--- src/rtl/imm_extend_pipe_pkg.sv ---
// -----------------------------------------------------------------------------
// imm_extend_pipe_pkg
//   Shared encodings for the immediate-extension pipeline:
//     - extension mode codes driven on the 'mode' input
//     - skid-buffer occupancy state codes used by imm_extend_pipe
//   No ports; imported by ext_core and imm_extend_pipe.
// -----------------------------------------------------------------------------
package imm_extend_pipe_pkg;

   typedef logic [1:0] mode_t;
   typedef logic [1:0] buf_state_t;

   // Extension modes
   localparam mode_t MODE_SIGN   = 2'd0;  // sign-extend
   localparam mode_t MODE_ZERO   = 2'd1;  // zero-extend
   localparam mode_t MODE_UPPER  = 2'd2;  // immediate in the top bits
   localparam mode_t MODE_BRANCH = 2'd3;  // sign-extend then scale by 4

   // Skid-buffer occupancy
   localparam buf_state_t ST_EMPTY = 2'd0;
   localparam buf_state_t ST_ONE   = 2'd1;
   localparam buf_state_t ST_FULL  = 2'd2;

endpackage

--- src/rtl/imm_extend_pipe_ext_core.sv ---
// -----------------------------------------------------------------------------
// ext_core
//   Purely combinational immediate extender.
//   Ports:
//     i_imm  [IN_W-1:0]   raw immediate field
//     i_mode [1:0]        extension mode (see imm_extend_pipe_pkg)
//     o_ext  [OUT_W-1:0]  extended result
// -----------------------------------------------------------------------------
module ext_core
   import imm_extend_pipe_pkg::*;
#(
   parameter int IN_W  = 16,
   parameter int OUT_W = 32
) (
   input  logic [IN_W-1:0]  i_imm,
   input  logic [1:0]       i_mode,
   output logic [OUT_W-1:0] o_ext
);

   localparam int PAD_W = OUT_W - IN_W;

   logic             w_msb;
   logic [OUT_W-1:0] w_sign;
   logic [OUT_W-1:0] w_zero;
   logic [OUT_W-1:0] w_upper;
   logic [OUT_W-1:0] w_branch;

   assign w_msb   = i_imm[IN_W-1];
   assign w_sign  = {{PAD_W{w_msb}}, i_imm};
   assign w_zero  = {{PAD_W{1'b0}}, i_imm};
   assign w_upper = {i_imm, {PAD_W{1'b0}}};
   // Left shift by 2: the two top bits of the sign-extended value fall off.
   assign w_branch = {w_sign[OUT_W-3:0], 2'b00};

   always_comb begin
      o_ext = w_sign;
      case (i_mode)
         MODE_SIGN:   o_ext = w_sign;
         MODE_ZERO:   o_ext = w_zero;
         MODE_UPPER:  o_ext = w_upper;
         MODE_BRANCH: o_ext = w_branch;
         default:     o_ext = w_sign;
      endcase
   end

endmodule

--- src/rtl/imm_extend_pipe.sv ---
// -----------------------------------------------------------------------------
// imm_extend_pipe
//   Immediate extender followed by a 2-entry skid buffer with valid/ready
//   handshakes on both sides. The extension is done at the input, so the
//   buffer stores finished results only.
//   Ports:
//     clk        clock, all state on rising edge
//     rst        asynchronous active-high reset
//     in_valid   upstream presents imm/mode
//     in_ready   buffer can accept (registered, never depends on out_ready)
//     imm        raw immediate [IN_W-1:0]
//     mode       extension mode [1:0]
//     out_valid  ext_imm holds a result
//     out_ready  downstream takes the result
//     ext_imm    oldest buffered result [OUT_W-1:0]
// -----------------------------------------------------------------------------
module imm_extend_pipe
   import imm_extend_pipe_pkg::*;
#(
   parameter int IN_W  = 16,
   parameter int OUT_W = 32
) (
   input  logic             clk,
   input  logic             rst,
   input  logic             in_valid,
   output logic             in_ready,
   input  logic [IN_W-1:0]  imm,
   input  logic [1:0]       mode,
   output logic             out_valid,
   input  logic             out_ready,
   output logic [OUT_W-1:0] ext_imm
);

   buf_state_t       r_state;
   logic [OUT_W-1:0] r_head;      // oldest entry, drives ext_imm
   logic [OUT_W-1:0] r_tail;      // second entry, only meaningful in FULL
   logic             r_in_ready;

   buf_state_t       w_state_nxt;
   logic [OUT_W-1:0] w_head_nxt;
   logic [OUT_W-1:0] w_tail_nxt;
   logic [OUT_W-1:0] w_ext;
   logic             w_push;
   logic             w_pop;
   logic             w_out_valid;

   ext_core #(
      .IN_W  (IN_W),
      .OUT_W (OUT_W)
   ) u_ext_core (
      .i_imm  (imm),
      .i_mode (mode),
      .o_ext  (w_ext)
   );

   assign w_out_valid = (r_state == ST_ONE) || (r_state == ST_FULL);
   // r_in_ready is already low in FULL, so nothing is pushed over a full buffer.
   assign w_push      = in_valid && r_in_ready;
   assign w_pop       = w_out_valid && out_ready;

   assign in_ready  = r_in_ready;
   assign out_valid = w_out_valid;
   assign ext_imm   = r_head;

   always_comb begin
      w_state_nxt = r_state;
      w_head_nxt  = r_head;
      w_tail_nxt  = r_tail;
      case (r_state)
         ST_EMPTY: begin
            if (w_push) begin
               w_head_nxt  = w_ext;
               w_state_nxt = ST_ONE;
            end
         end
         ST_ONE: begin
            if (w_push && w_pop) begin
               // Head leaves this edge, so the new result replaces it directly.
               w_head_nxt = w_ext;
            end else if (w_push) begin
               w_tail_nxt  = w_ext;
               w_state_nxt = ST_FULL;
            end else if (w_pop) begin
               w_state_nxt = ST_EMPTY;
            end
         end
         ST_FULL: begin
            if (w_pop) begin
               w_head_nxt  = r_tail;
               w_state_nxt = ST_ONE;
            end
         end
         default: w_state_nxt = ST_EMPTY;  // unreachable encoding: recover
      endcase
   end

   // in_ready is registered from the next state so it has no combinational
   // path from out_ready, and stays low for the whole of reset.
   always_ff @(posedge clk or posedge rst) begin
      if (rst) begin
         r_state    <= ST_EMPTY;
         r_head     <= '0;
         r_tail     <= '0;
         r_in_ready <= 1'b0;
      end else begin
         r_state    <= w_state_nxt;
         r_head     <= w_head_nxt;
         r_tail     <= w_tail_nxt;
         r_in_ready <= (w_state_nxt != ST_FULL);
      end
   end

endmodule

--- config.mk ---
export PLATFORM = sky130hd
export DESIGN_NAME = imm_extend_pipe
export DESIGN_NICKNAME = d
export VERILOG_FILES = /design/src/rtl/imm_extend_pipe_pkg.sv /design/src/rtl/imm_extend_pipe_ext_core.sv /design/src/rtl/imm_extend_pipe.sv
export SDC_FILE = /design/constraint.sdc
export NUM_CORES = 1
export LEC_CHECK = 0
export CORE_UTILIZATION = 60
export CTS_BUF_LIST = sky130_fd_sc_hd__clkbuf_16
export CTS_CLUSTER_SIZE = 28
export DETAILED_ROUTE_END_ITERATION = 10
export DONT_BUFFER_PORTS = 1
export HOLD_SLACK_MARGIN = 0.06
export PLACE_DENSITY_LB_ADDON = 0.1
export SLEW_MARGIN = 25
export SYNTH_ARGS = -nofsm -noshare
export SYNTH_HDL_FRONTEND = slang
export SYNTH_HIERARCHICAL = 1
export SYNTH_SLANG_ARGS = --single-unit
export TNS_END_PERCENT = 30
--- constraint.sdc ---
create_clock -name clk -period 2.77 [get_ports clk]
set_input_delay 0.554 -clock clk [delete_from_list [all_inputs] [get_ports clk]]
set_output_delay 0.554 -clock clk [all_outputs]
set_load 0.005 [all_outputs]
; Word-level counts from Yosys, hierarchy flattened
; Cells that the tools add are included.
[totals]
reg_bits = 67
inputBits = 22
output_inout_bits = 34
wordCells = 34
[classes]
eq_ne = 9
n_mux = 11
n_bitwise = 1
n_reduce_logical = 9
[ops]
columns = op, n
row1 = one-hot mux 32 bit (4 select lines), 1
row2 = 2-to-1 mux 32 bit, 3
row3 = one-hot mux 32 bit (3 select lines), 1
row4 = 2-to-1 mux 2 bit, 5
row5 = equality test 2 bit (second input constant), 3
row6 = inequality test 2 bit (second input constant), 3
row7 = one-hot mux 2 bit (3 select lines), 1
row8 = equality test 2 x 1 -> 1 bit (second input constant), 2
row9 = logical NOT 2 bit, 2
row10 = AND reduction 4 bit, 1
row11 = logical AND 1 bit, 3
row12 = AND reduction 3 bit, 1
row13 = nonzero test 3 bit, 1
row14 = inequality test 2 x 1 -> 1 bit (second input constant), 1
row15 = logical OR 1 bit, 1
row16 = inverter 1 bit, 1

; Depth between registers and ports, before layout
; Gate-level depths: netlist (run 1).
[depth]
ltp_word = 8
depth_mapped = 7
ltp_nobuf = 6

; Modules after synthesis
; The synthesis (run 1) kept the hierarchy.
[modules_own_cells]
columns = mod, instances, cells_each, area_per_inst_um2, seq_area_each_um2
row1 = imm_extend_pipe, 1, 200, 3185.6, 1676.6
row2 = ext_core, 1, 60, 511.7, 0.0

; Least setup slack after synthesis (run 1)
; OpenSTA, ideal clock, no wires.
[synth_path]
kind = in2reg
startpoint = input mode[0]
endpoint = register r_head[15], in the netlist ext_imm[15]
setup_time_ns = 0.125
arrival_time_ns = 1.682
t_required_ns = 2.645
path_slack_ns = 0.963
path_stages = 6
path_buffers = 2
path_cell_list = buf_6 and2_4 clkbuf_8 a22o_2 mux2_2 mux2_4
[synth_via]
elab_chain_cells = 4
word_cells_on_any_way = 8
cone_classes = 3 x eq/ne / 4 x mux / 1 x reduce/logical
[synth_rtl]
columns = element, line_no
row1 = "start, declared", imm_extend_pipe.sv:28  ; input logic [1:0] mode,
row2 = "equality test 2 bit, or another cell as far along", imm_extend_pipe_ext_core.sv:37  ; case (i_mode)
row3 = one-hot mux 32 bit (4 select lines) (*), imm_extend_pipe_ext_core.sv:37
row4 = via w_ext[15], imm_extend_pipe.sv:42  ; logic [OUT_W-1:0] w_ext;
row5 = "2-to-1 mux 32 bit, on equally long branches", "imm_extend_pipe.sv:77, imm_extend_pipe.sv:71"
row6 = one-hot mux 32 bit (3 select lines) (*), imm_extend_pipe.sv:69  ; case (r_state)
row7 = "end signal, assigned", imm_extend_pipe.sv:107  ; r_head <= w_head_nxt;
row8 = "end, declared", imm_extend_pipe.sv:35  ; logic [OUT_W-1:0] r_head;
; Mark *: on every way through the listed nets, which the timed path passes. The rest lies on a longest branch. The select of a mux whose other input is x is not followed.
; A chain may end at the register's enable or synchronous reset.

; Worst setup path after layout (run 1)
[layout_path]
startpoint = register r_state[0]
endpoint = register r_head[22], in the netlist ext_imm[22]
[layout_via]
elab_chain_cells = 6
word_cells_on_any_way = 12
cone_classes = 5 x eq/ne / 1 x mux / 6 x reduce/logical
[layout_rtl]
columns = element, line_no
row1 = "start, declared", imm_extend_pipe.sv:34  ; buf_state_t r_state;
row2 = "start signal, assigned", imm_extend_pipe.sv:106  ; r_state <= w_state_nxt;
row3 = equality test 2 x 1 -> 1 bit or equality test 2 bit (tied branches), imm_extend_pipe.sv:56  ; assign w_out_valid = (r_state == ST_ONE) || (r_state == ST_FULL);
row4 = logical OR 1 bit (*), imm_extend_pipe.sv:56
row5 = via out_valid, imm_extend_pipe.sv:29  ; output logic out_valid,
row6 = logical AND 1 bit (*), imm_extend_pipe.sv:59  ; assign w_pop = w_out_valid && out_ready;
row7 = logical AND 1 bit, imm_extend_pipe.sv:77  ; if (w_push && w_pop) begin
row8 = inequality test 2 x 1 -> 1 bit (no line), n/a
row9 = AND reduction 4 bit (no line) (*), n/a
; Mark *: on every way through the listed nets, which the timed path passes. The rest lies on a longest branch.

==> results of run 1 <==
-- metrics by stage --
step,cells,hold WS [ns],instance area (um2)
6_report,335,0.2316,3880
5_1_grt,335,0.2874,3880
4_1_cts,335,0.2601,3880
3_5_place_dp,319,0.4879,3620
3_3_place_gp,319,0.4795,3620
2_1_floorplan,260,0.4736,3697
-- per-layer routing --
layer | up-vias | share of wire [%] | global-route usage, %
li1 | 939 | - | -
met1 | 1024 | 46 | 28.82
met2 | 39 | 49 | 35.17
met3 | 3 | 4.5 | 6.364
met4 | 0 | 0.80 | 6.429
met5 | - | 0 | 0
-- cell usage after synthesis --
cell             count
ha_1                 4
mux2i_1             15
nand3_4              1
a21boi_1             1
nand3_1              1
a31oi_1              2
mux2_2              66
and2_4               1
o21ai_0              9
buf_2                7
a21o_1               1
clkbuf_8             2
xnor2_1              1
a31o_2               1
a22o_2               3
o21ai_1              6
a21boi_0             2
nand2_1              2
dfrtp_1             67
buf_6                4
o21ai_2              1
nor2_1               1
a221o_1              1
o22ai_2              1
and3_2               1
nand4_2              1
inv_1                5
a21oi_1              1
nand2_4              1
a22o_1              11
and2b_2              2
mux2_4              30
clkdlybuf4s15_2      1
buf_12               4
nand2_2              2
clkbuf_4             1
-- how the worst max path moves through the flow --
stage	to
final	ext_imm[22]$_DFFE_PP0P_
after global routing	ext_imm[22]$_DFFE_PP0P_
after CTS	ext_imm[22]$_DFFE_PP0P_
after detailed placement	ext_imm[22]$_DFFE_PP0P_
after global placement	ext_imm[22]$_DFFE_PP0P_
after floorplan	ext_imm[0]$_DFFE_PP0P_
-- area by class of cell --
cell class | count | share of cell area, %
clock buffer | 9 | 5.805
timing repair buffer | 3 | 0.9029
multi-input combinational | 169 | 46.28
tap | 75 | 2.419
clock inverter | 7 | 0.9029
sequential | 67 | 43.21
inverter | 5 | 0.4837
-- kinds of logic (layout without fill, tap and decap cells) --
family                   after synthesis  in the layout  share of synthesized area [%]
buffers and inverters                 24             24                          6.091
XOR/XNOR                               1              1                         0.2369
AND/OR/NAND/NOR                       13             13                          2.809
flip-flops                            67             67                          45.35
adder cells (fa/ha/maj)                4              4                          1.354
multiplexers                         111            111                          36.34
AO/OA/AOI/OAI                         40             40                          7.817
-- flip-flops by register name, indices dropped and copies added, names as in the netlist --
signal	flops
in_ready	1
r_tail	32
ext_imm	32
r_state	2
-- power by group --
part	internal [mW]	switching (mW)	total, mW
combinational	1.02	0.638	1.66
sequential	1.43	0.274	1.70
clock	0.591	0.392	0.983
==> flow_metrics.env, run 1 <==
export IMPL_outcome="completed"
export IMPL_post_cts_buffers=0
export IMPL_critPathMaxFanout=32
export IMPL_ys_types=36
export IMPL_layout_nets=281
export IMPL_design_die_area_um2=6480
export IMPL_crit_path_max_incr_delay_ns=0.46
export IMPL_cts_tree="built"
export IMPL_rsz0062_at_grt="no"
export IMPL_cts_resized=0
export IMPL_register_area_um2=1677
export IMPL_diodes=0
export IMPL_cts_clk_slew_worst_paths_ns=0.05
export IMPL_synth_top_area_cell="dfrtp_1"
export IMPL_finalSetupViolations=0
export IMPL_setup_tns_ns=0
export IMPL_grt_antenna_before_repair=0
export IMPL_clock_sinks=67
export IMPL_vias_per_cell=5.985
export IMPL_end_kind="register"
export IMPL_fin_ws_ns=0.5960
export IMPL_relSlewSlack_pct=51.66
export IMPL_fillCellCount=455
export IMPL_gp_congestion=0.7274
export IMPL_critPathLaunchType="register"
export IMPL_root_buffer="clkbuf_16"
export IMPL_synth_cells=260
export IMPL_htree_levels=3
export IMPL_grt_max_degree=37
export IMPL_dpl_hpwl_mm=4.379
export IMPL_path_class="reg -> reg"
export IMPL_die_h_um=80.50
export IMPL_syn_area_per_cell_um2=14.22
export IMPL_critPathTopFamily="simple AND/OR/NAND/NOR gates"
export IMPL_grt_overflow=0
export IMPL_cp_num_cells=6
export IMPL_ios=56
export IMPL_final_common_cell="dfrtp_1"
export IMPL_hold_class="in -> async"
export IMPL_slowest_stage="nand2_4"
export IMPL_reg2reg_depth=6
export IMPL_rrSetupSlack_ns=0.60
export IMPL_clk_path_buf_depth=2
export IMPL_ys_seq_area_share_pct=45.35
export IMPL_cp_cell_sequence="inv_1 -> ha_1 -> nand2_2 -> o22ai_2 -> nand2_4 -> mux2_2"
export IMPL_multi_input_area_um2=1795
export IMPL_final_cell_mix="67 x dfrtp_1, 66 x mux2_2, 30 x mux2_4, 15 x mux2i_1, 11 x a22o_1"
export IMPL_p_leak_nw=1.829
export IMPL_cts_hold_buf=0
export IMPL_fin_crit_sh_pct=78.48
export IMPL_p_per_area_nw_per_um2=1121
export IMPL_finalCriticalPeriod_ns=2.174
export IMPL_syn_area_um2=3697
export IMPL_grt_total_usage_pct=21.99
export IMPL_yosys_warnings=6
export IMPL_remaining_drc_errors=0
export IMPL_power_total_mw=4.348
export IMPL_ys_ff_latch=67
export IMPL_area_growth_pct=4.941
export IMPL_ir_worst_vdd_mv=0.9904
export IMPL_required_ns=2.98
export IMPL_grt_pass1_vias=2082
export IMPL_timing_rr_end="ext_imm[22]$_DFFE_PP0P_"
export IMPL_synthesis_nets=286
export IMPL_wl_mm=6.658
export IMPL_numPortBuffers=0
export IMPL_drtIter0Drc=105
export IMPL_core_area_um2=5921
export IMPL_num_vias=2005
export IMPL_drive_gt1_share_pct=49.62
export IMPL_detail_route_first_pass_iterations=4
export IMPL_insertion_delay_ns=0.32
export IMPL_timing_fmax_mhz=460.0
export IMPL_wl_per_cell_um=19.87
export IMPL_cp_startpoint="r_state[0]$_DFF_PP0_"
export IMPL_drv_slew=0
export IMPL_synth_top_area_share_pct=45.35
export IMPL_maxCapViolCount=0
export IMPL_ant_nets=0
export IMPL_start_util_pct=62.45
export IMPL_die_w_um=80.50
export IMPL_dp_slack_ns=0.6231
export IMPL_worst_path_buf_inv=1
export IMPL_worst_pin_slew_ns=0.7240
export IMPL_fin_worst_skew_ns=0.003515
export IMPL_hold_violations=0
export IMPL_core_rowCount=28
export IMPL_fin_util_pct=65.53
export IMPL_timing_rr_start="r_state[0]$_DFF_PP0_"
export IMPL_worstPathArrival_ns=2.38
export IMPL_yosys_top_cells_area="dfrtp_1 45%, mux2_2 20%, mux2_4 12%"
export IMPL_grt_pass1_wl_mm=10.64
export IMPL_numCtsBuffers=9
No activity file was read; power rests on OpenSTA's default activity.
==> run 2, diff against run 1 <==
--- a/config.mk
+++ b/config.mk
@@ -5,7 +5,7 @@
 export SDC_FILE = /design/constraint.sdc
 export NUM_CORES = 1
 export LEC_CHECK = 0
-export CORE_UTILIZATION = 60
+export CORE_UTILIZATION = 57
 export CTS_BUF_LIST = sky130_fd_sc_hd__clkbuf_16
 export CTS_CLUSTER_SIZE = 28
 export DETAILED_ROUTE_END_ITERATION = 10
==> constraint.sdc (replaced) <==
create_clock -name clk -period 1.77 [get_ports clk]
set_input_delay 0.354 -clock clk [delete_from_list [all_inputs] [get_ports clk]]
set_output_delay 0.354 -clock clk [all_outputs]
set_load 0.005 [all_outputs]
==> flow_metrics.env, run 2 (synthesis results as in run 1) <==
export IMPL_register_area_um2=1677
export IMPL_hold_class="in -> reg"
export IMPL_ir_worst_vdd_mv=1.082
export IMPL_area_growth_pct=12.22
export IMPL_multi_input_area_um2=1854
export IMPL_grt_pass1_vias=2081
export IMPL_path_class="reg -> reg"
export IMPL_num_vias=2079
export IMPL_min_path_cells=2
export IMPL_htree_levels=3
export IMPL_timing_fmax_mhz=585.9
export IMPL_hold_violations=0
export IMPL_drive_gt1_share_pct=53.16
export IMPL_wl_per_cell_um=20.22
export IMPL_grt_antenna_before_repair=0
export IMPL_core_area_um2=6096
export IMPL_fillCellCount=440
export IMPL_numCtsBuffers=9
export IMPL_final_common_cell="dfrtp_1"
export IMPL_finalSetupViolations=0
export IMPL_rsz0062_at_grt="yes"
export IMPL_die_h_um=82.54
export IMPL_gp_congestion=0.8076
export IMPL_grt_pass1_wl_mm=10.95
export IMPL_clock_sinks=67
export IMPL_fin_worst_skew_ns=0.004693
export IMPL_setup_tns_ns=0
export IMPL_dpl_hpwl_mm=4.816
export IMPL_insertion_delay_ns=0.32
export IMPL_numPortBuffers=0
export IMPL_clk_path_buf_depth=2
export IMPL_stdcell_count=344
export IMPL_final_area_um2=4149
export IMPL_drtIter0Drc=106
export IMPL_maxCapViolCount=0
export IMPL_grt_overflow=0
export IMPL_p_per_area_nw_per_um2=1825
export IMPL_wl_mm=6.957
export IMPL_detail_route_first_pass_iterations=4
export IMPL_final_cell_mix="67 x dfrtp_1, 66 x mux2_2, 30 x mux2_4, 15 x mux2i_1, 11 x a22o_1"
export IMPL_grt_max_degree=26
export IMPL_die_w_um=82.54
export IMPL_worst_pin_slew_ns=0.5302
export IMPL_reg2reg_depth=7
export IMPL_p_leak_nw=1.933
export IMPL_start_util_pct=60.65
export IMPL_ios=56
export IMPL_cts_clk_slew_worst_paths_ns=0.05
export IMPL_design_die_area_um2=6813
export IMPL_critPathLaunchType="register"
export IMPL_outcome="completed"
export IMPL_diodes=0
export IMPL_required_ns=1.97
export IMPL_ant_nets=0
export IMPL_fin_crit_sh_pct=96.43
export IMPL_layout_nets=290
export IMPL_drv_slew=0
export IMPL_dp_cells=326
export IMPL_cts_tree="built"
export IMPL_vias_per_cell=6.044
export IMPL_finalCriticalPeriod_ns=1.707
export IMPL_post_dp_cell_area_um2=3764
export IMPL_worstPathArrival_ns=1.91
export IMPL_core_rowCount=28
export IMPL_power_total_mw=7.570
export IMPL_relSlewSlack_pct=64.58
export IMPL_grt_total_usage_pct=22.37
export IMPL_root_buffer="clkbuf_16"
export IMPL_remaining_drc_errors=0
export IMPL_end_kind="register"
export IMPL_critPathMaxFanout=18
## run 2: path summary, 6_finish.rpt
path | start | endpoint | slack [ns]
worst min register to register | r_tail[8]$_DFFE_PP0P_ | r_tail[8]$_DFFE_PP0P_ | 0.50
worst max register to register | r_state[1]$_DFF_PP0_ | ext_imm[19]$_DFFE_PP0P_ | 0.06
worst min-delay path | out_ready | r_state[1]$_DFF_PP0_ | 0.31
max in group asynchronous | rst | r_tail[1]$_DFFE_PP0P_ | 0.73
min in group asynchronous | rst | in_ready$_DFF_PP0_ | 0.56
worst max-delay path | r_state[1]$_DFF_PP0_ | ext_imm[19]$_DFFE_PP0P_ | 0.06
## run 2: routing by layer
layer	GRT usage [%]	share of wire, %	up-vias
li1	-	-	965
met1	31.07	47	1048
met2	32.07	46	58
met3	8.022	6.1	8
met4	7.931	1.5	0
met5	0	0	-
## run 2: power by group
group | switching (mW) | internal (mW)
Clock | 0.623 | 1.21
Sequential | 0.427 | 2.24
Combinational | 1.14 | 1.93
## run 2: layout make-up
| class | instances | area share [%] |
|---|---|---|
| flip-flops and latches | 67 | 40.41 |
| clock buffers | 9 | 5.428 |
| clock inverters | 7 | 2.021 |
| inverters | 5 | 0.5428 |
| well taps | 75 | 2.262 |
| repair buffers | 12 | 4.644 |
| multi-input cells | 169 | 44.69 |
## run 2: worst max-delay path, stage by stage (launching register included)
cell     delay (ns)
dfrtp_1        0.41
inv_2          0.08
ha_4           0.29
nand2_4        0.07
o22ai_4        0.17
nand2_4        0.09
buf_12         0.17
mux2_4         0.30
## run 2: per-stage QoR
step | setup WS, ns | hold WS, ns | util (%)
after floorplan | -0.02523 | 0.4736 | -
after global placement | 0.01372 | 0.2854 | 61.74
after detailed placement | -0.05424 | 0.2895 | 61.74
after CTS | 0.01904 | 0.2985 | 67.20
after global routing | -0.003550 | 0.3146 | 68.06
final | 0.06317 | 0.3081 | 68.06
## run 2: what timing repair did
action / 4_1_cts / 5_1_grt
hold buffers: 1 / 0
buffers inserted: 1 / 0
setup endpoints to repair: 34 / 34
endpoints found under the hold margin: 19 / 0
gates resized for setup: 2 / 9
cloned: 0 / 0
==> run 3, diff against run 2 <==
--- a/config.mk
+++ b/config.mk
@@ -6,7 +6,6 @@
 export NUM_CORES = 1
 export LEC_CHECK = 0
 export CORE_UTILIZATION = 57
-export CTS_BUF_LIST = sky130_fd_sc_hd__clkbuf_16
 export CTS_CLUSTER_SIZE = 28
 export DETAILED_ROUTE_END_ITERATION = 10
 export DONT_BUFFER_PORTS = 1
==> flow_metrics.env, run 3 (synthesis results as in run 1) <==
export IMPL_outcome="completed"
export IMPL_htree_levels=3
export IMPL_grt_antenna_before_repair=0
export IMPL_whs_ns=0.2883
export IMPL_gp_congestion=0.8076
export IMPL_finalSetupViolations=0
export IMPL_cts_tree="built"
export IMPL_fin_ws_ns=0.04662
export IMPL_critPathLaunchType="register"
export IMPL_grt_total_usage_pct=21.85
export IMPL_numCtsBuffers=9
export IMPL_core_area_um2=6096
export IMPL_dpl_hpwl_mm=4.816
export IMPL_start_util_pct=60.65
export IMPL_fillCellCount=458
export IMPL_cts_clk_slew_worst_paths_ns=0.07
export IMPL_worst_pin_slew_ns=0.5402
export IMPL_stdcell_count=344
export IMPL_clk_path_buf_depth=2
export IMPL_dp_cells=326
export IMPL_cp_startpoint="r_state[1]$_DFF_PP0_"
export IMPL_hold_violations=0
export IMPL_final_common_cell="dfrtp_1"
export IMPL_wl_mm=6.883
export IMPL_numPortBuffers=0
export IMPL_grt_max_degree=26
export IMPL_layout_nets=290
export IMPL_post_dp_cell_area_um2=3764
export IMPL_timing_rr_end="ext_imm[19]$_DFFE_PP0P_"
export IMPL_remaining_drc_errors=0
export IMPL_p_leak_nw=1.895
export IMPL_core_rowCount=28
export IMPL_grt_pass1_vias=2056
export IMPL_path_class="reg -> reg"
export IMPL_timing_rr_start="r_state[1]$_DFF_PP0_"
export IMPL_insertion_delay_ns=0.34
export IMPL_required_ns=1.99
export IMPL_fin_util_pct=66.79
export IMPL_hold_class="in -> reg"
export IMPL_wl_per_cell_um=20.01
export IMPL_root_buffer="clkbuf_8"
export IMPL_design_die_area_um2=6813
export IMPL_final_area_um2=4071
export IMPL_min_path_cells=2
export IMPL_min_from="out_ready"
export IMPL_p_per_area_nw_per_um2=1765
export IMPL_drive_gt1_share_pct=53.90
export IMPL_timing_fmax_mhz=580.3
export IMPL_rrSetupSlack_ns=0.05
export IMPL_final_cell_mix="67 x dfrtp_1, 66 x mux2_2, 30 x mux2_4, 15 x mux2i_1"
export IMPL_end_kind="register"
export IMPL_grt_overflow=0
export IMPL_clock_sinks=67
export IMPL_critPathMaxFanout=18
export IMPL_reg2reg_depth=7
export IMPL_fin_worst_skew_ns=0.004837
export IMPL_dp_slack_ns=-0.05424
export IMPL_detail_route_first_pass_iterations=4
export IMPL_crit_end="ext_imm[19]$_DFFE_PP0P_"
export IMPL_ios=56
export IMPL_drtIter0Drc=136
export IMPL_area_growth_pct=10.12
export IMPL_num_vias=2072
export IMPL_finalCriticalPeriod_ns=1.723
export IMPL_grt_pass1_wl_mm=10.71
export IMPL_drv_slew=0
export IMPL_worstPathArrival_ns=1.94
export IMPL_fin_crit_sh_pct=97.37
export IMPL_relSlewSlack_pct=63.91
export IMPL_vias_per_cell=6.023
export IMPL_maxCapViolCount=0
export IMPL_die_w_um=82.54
export IMPL_ant_nets=0
export IMPL_diodes=0
export IMPL_ir_worst_vdd_mv=0.9282
export IMPL_die_h_um=82.54
==> run 3: cell count changes in the layout (fill, tap and decap cells not counted) <==
| cell | delta |
|---|---|
| inv_1 | -1 |
| buf_6 | +1 |
| clkbuf_1 | +1 |
| buf_4 | -1 |
| clkinv_1 | -2 |
| clkbuf_8 | +11 |
| clkbuf_16 | -9 |
==> run 3: power breakdown <==
group	total, mW	switching (mW)	leakage, nW	internal, mW
combinational	3.08	1.14	0.943	1.95
clock	1.44	0.576	0.113	0.869
sequential	2.66	0.426	0.840	2.23
==> run 3: metal layers <==
metal  vias up  global-route usage (%)  wire, um
li1        958                       -         -
met1      1059                   30.53      3265
met2        53                   31.32      3135
met3         2                   8.132       447
met4         0                   6.724        34
met5         -                       0         0
==> run 3: timing repair <==
item / in CTS / in global routing
endpoints found under the hold margin: 19 / 0
setup buffers: 1 / 0
hold buffers: 1 / 0
endpoints found under the setup margin: 34 / 34
gates resized for setup: 2 / 10
==> run 3: how the worst min path moves through the flow <==
| stage | end | slack [ns] |
|---|---|---|
| final | r_state[1]$_DFF_PP0_ | 0.29 |
| after global routing | r_tail[15]$_DFFE_PP0P_ | 0.29 |
| after CTS | r_state[1]$_DFF_PP0_ | 0.28 |
| after detailed placement | r_state[0]$_DFF_PP0_ | 0.29 |
| after global placement | r_state[0]$_DFF_PP0_ | 0.29 |
| after floorplan | r_tail[4]$_DFFE_PP0P_ | 0.47 |
==> run 3: critical path, cell delays in order (launching register included) <==
cell     delay [ns]
dfrtp_1        0.42
inv_2          0.08
ha_4           0.29
nand2_4        0.07
o22ai_4        0.17
nand2_4        0.09
buf_12         0.17
mux2_4         0.30
==> run 3: layout make-up <==
type / count / area (um2) / share of cell area, %
timing repair buffer: 12 / 196.4 / 4.825
sequential: 67 / 1677 / 41.18
clock buffer: 12 / 155.1 / 3.811
clock inverter: 4 / 72.57 / 1.782
inverter: 5 / 22.52 / 0.5532
tap: 75 / 93.84 / 2.305
multi-input combinational: 169 / 1854 / 45.54
==> run 3: per-stage QoR <==
| step | power (mW) | TNS (ns) |
|---|---|---|
| 6_report | 7.186 | 0 |
| 5_1_grt | 7.597 | -0.01556 |
| 4_1_cts | 7.115 | 0 |
| 3_5_place_dp | 5.624 | -1.125 |
| 3_3_place_gp | 5.528 | 0 |
| 2_1_floorplan | 5.166 | -0.7570 |
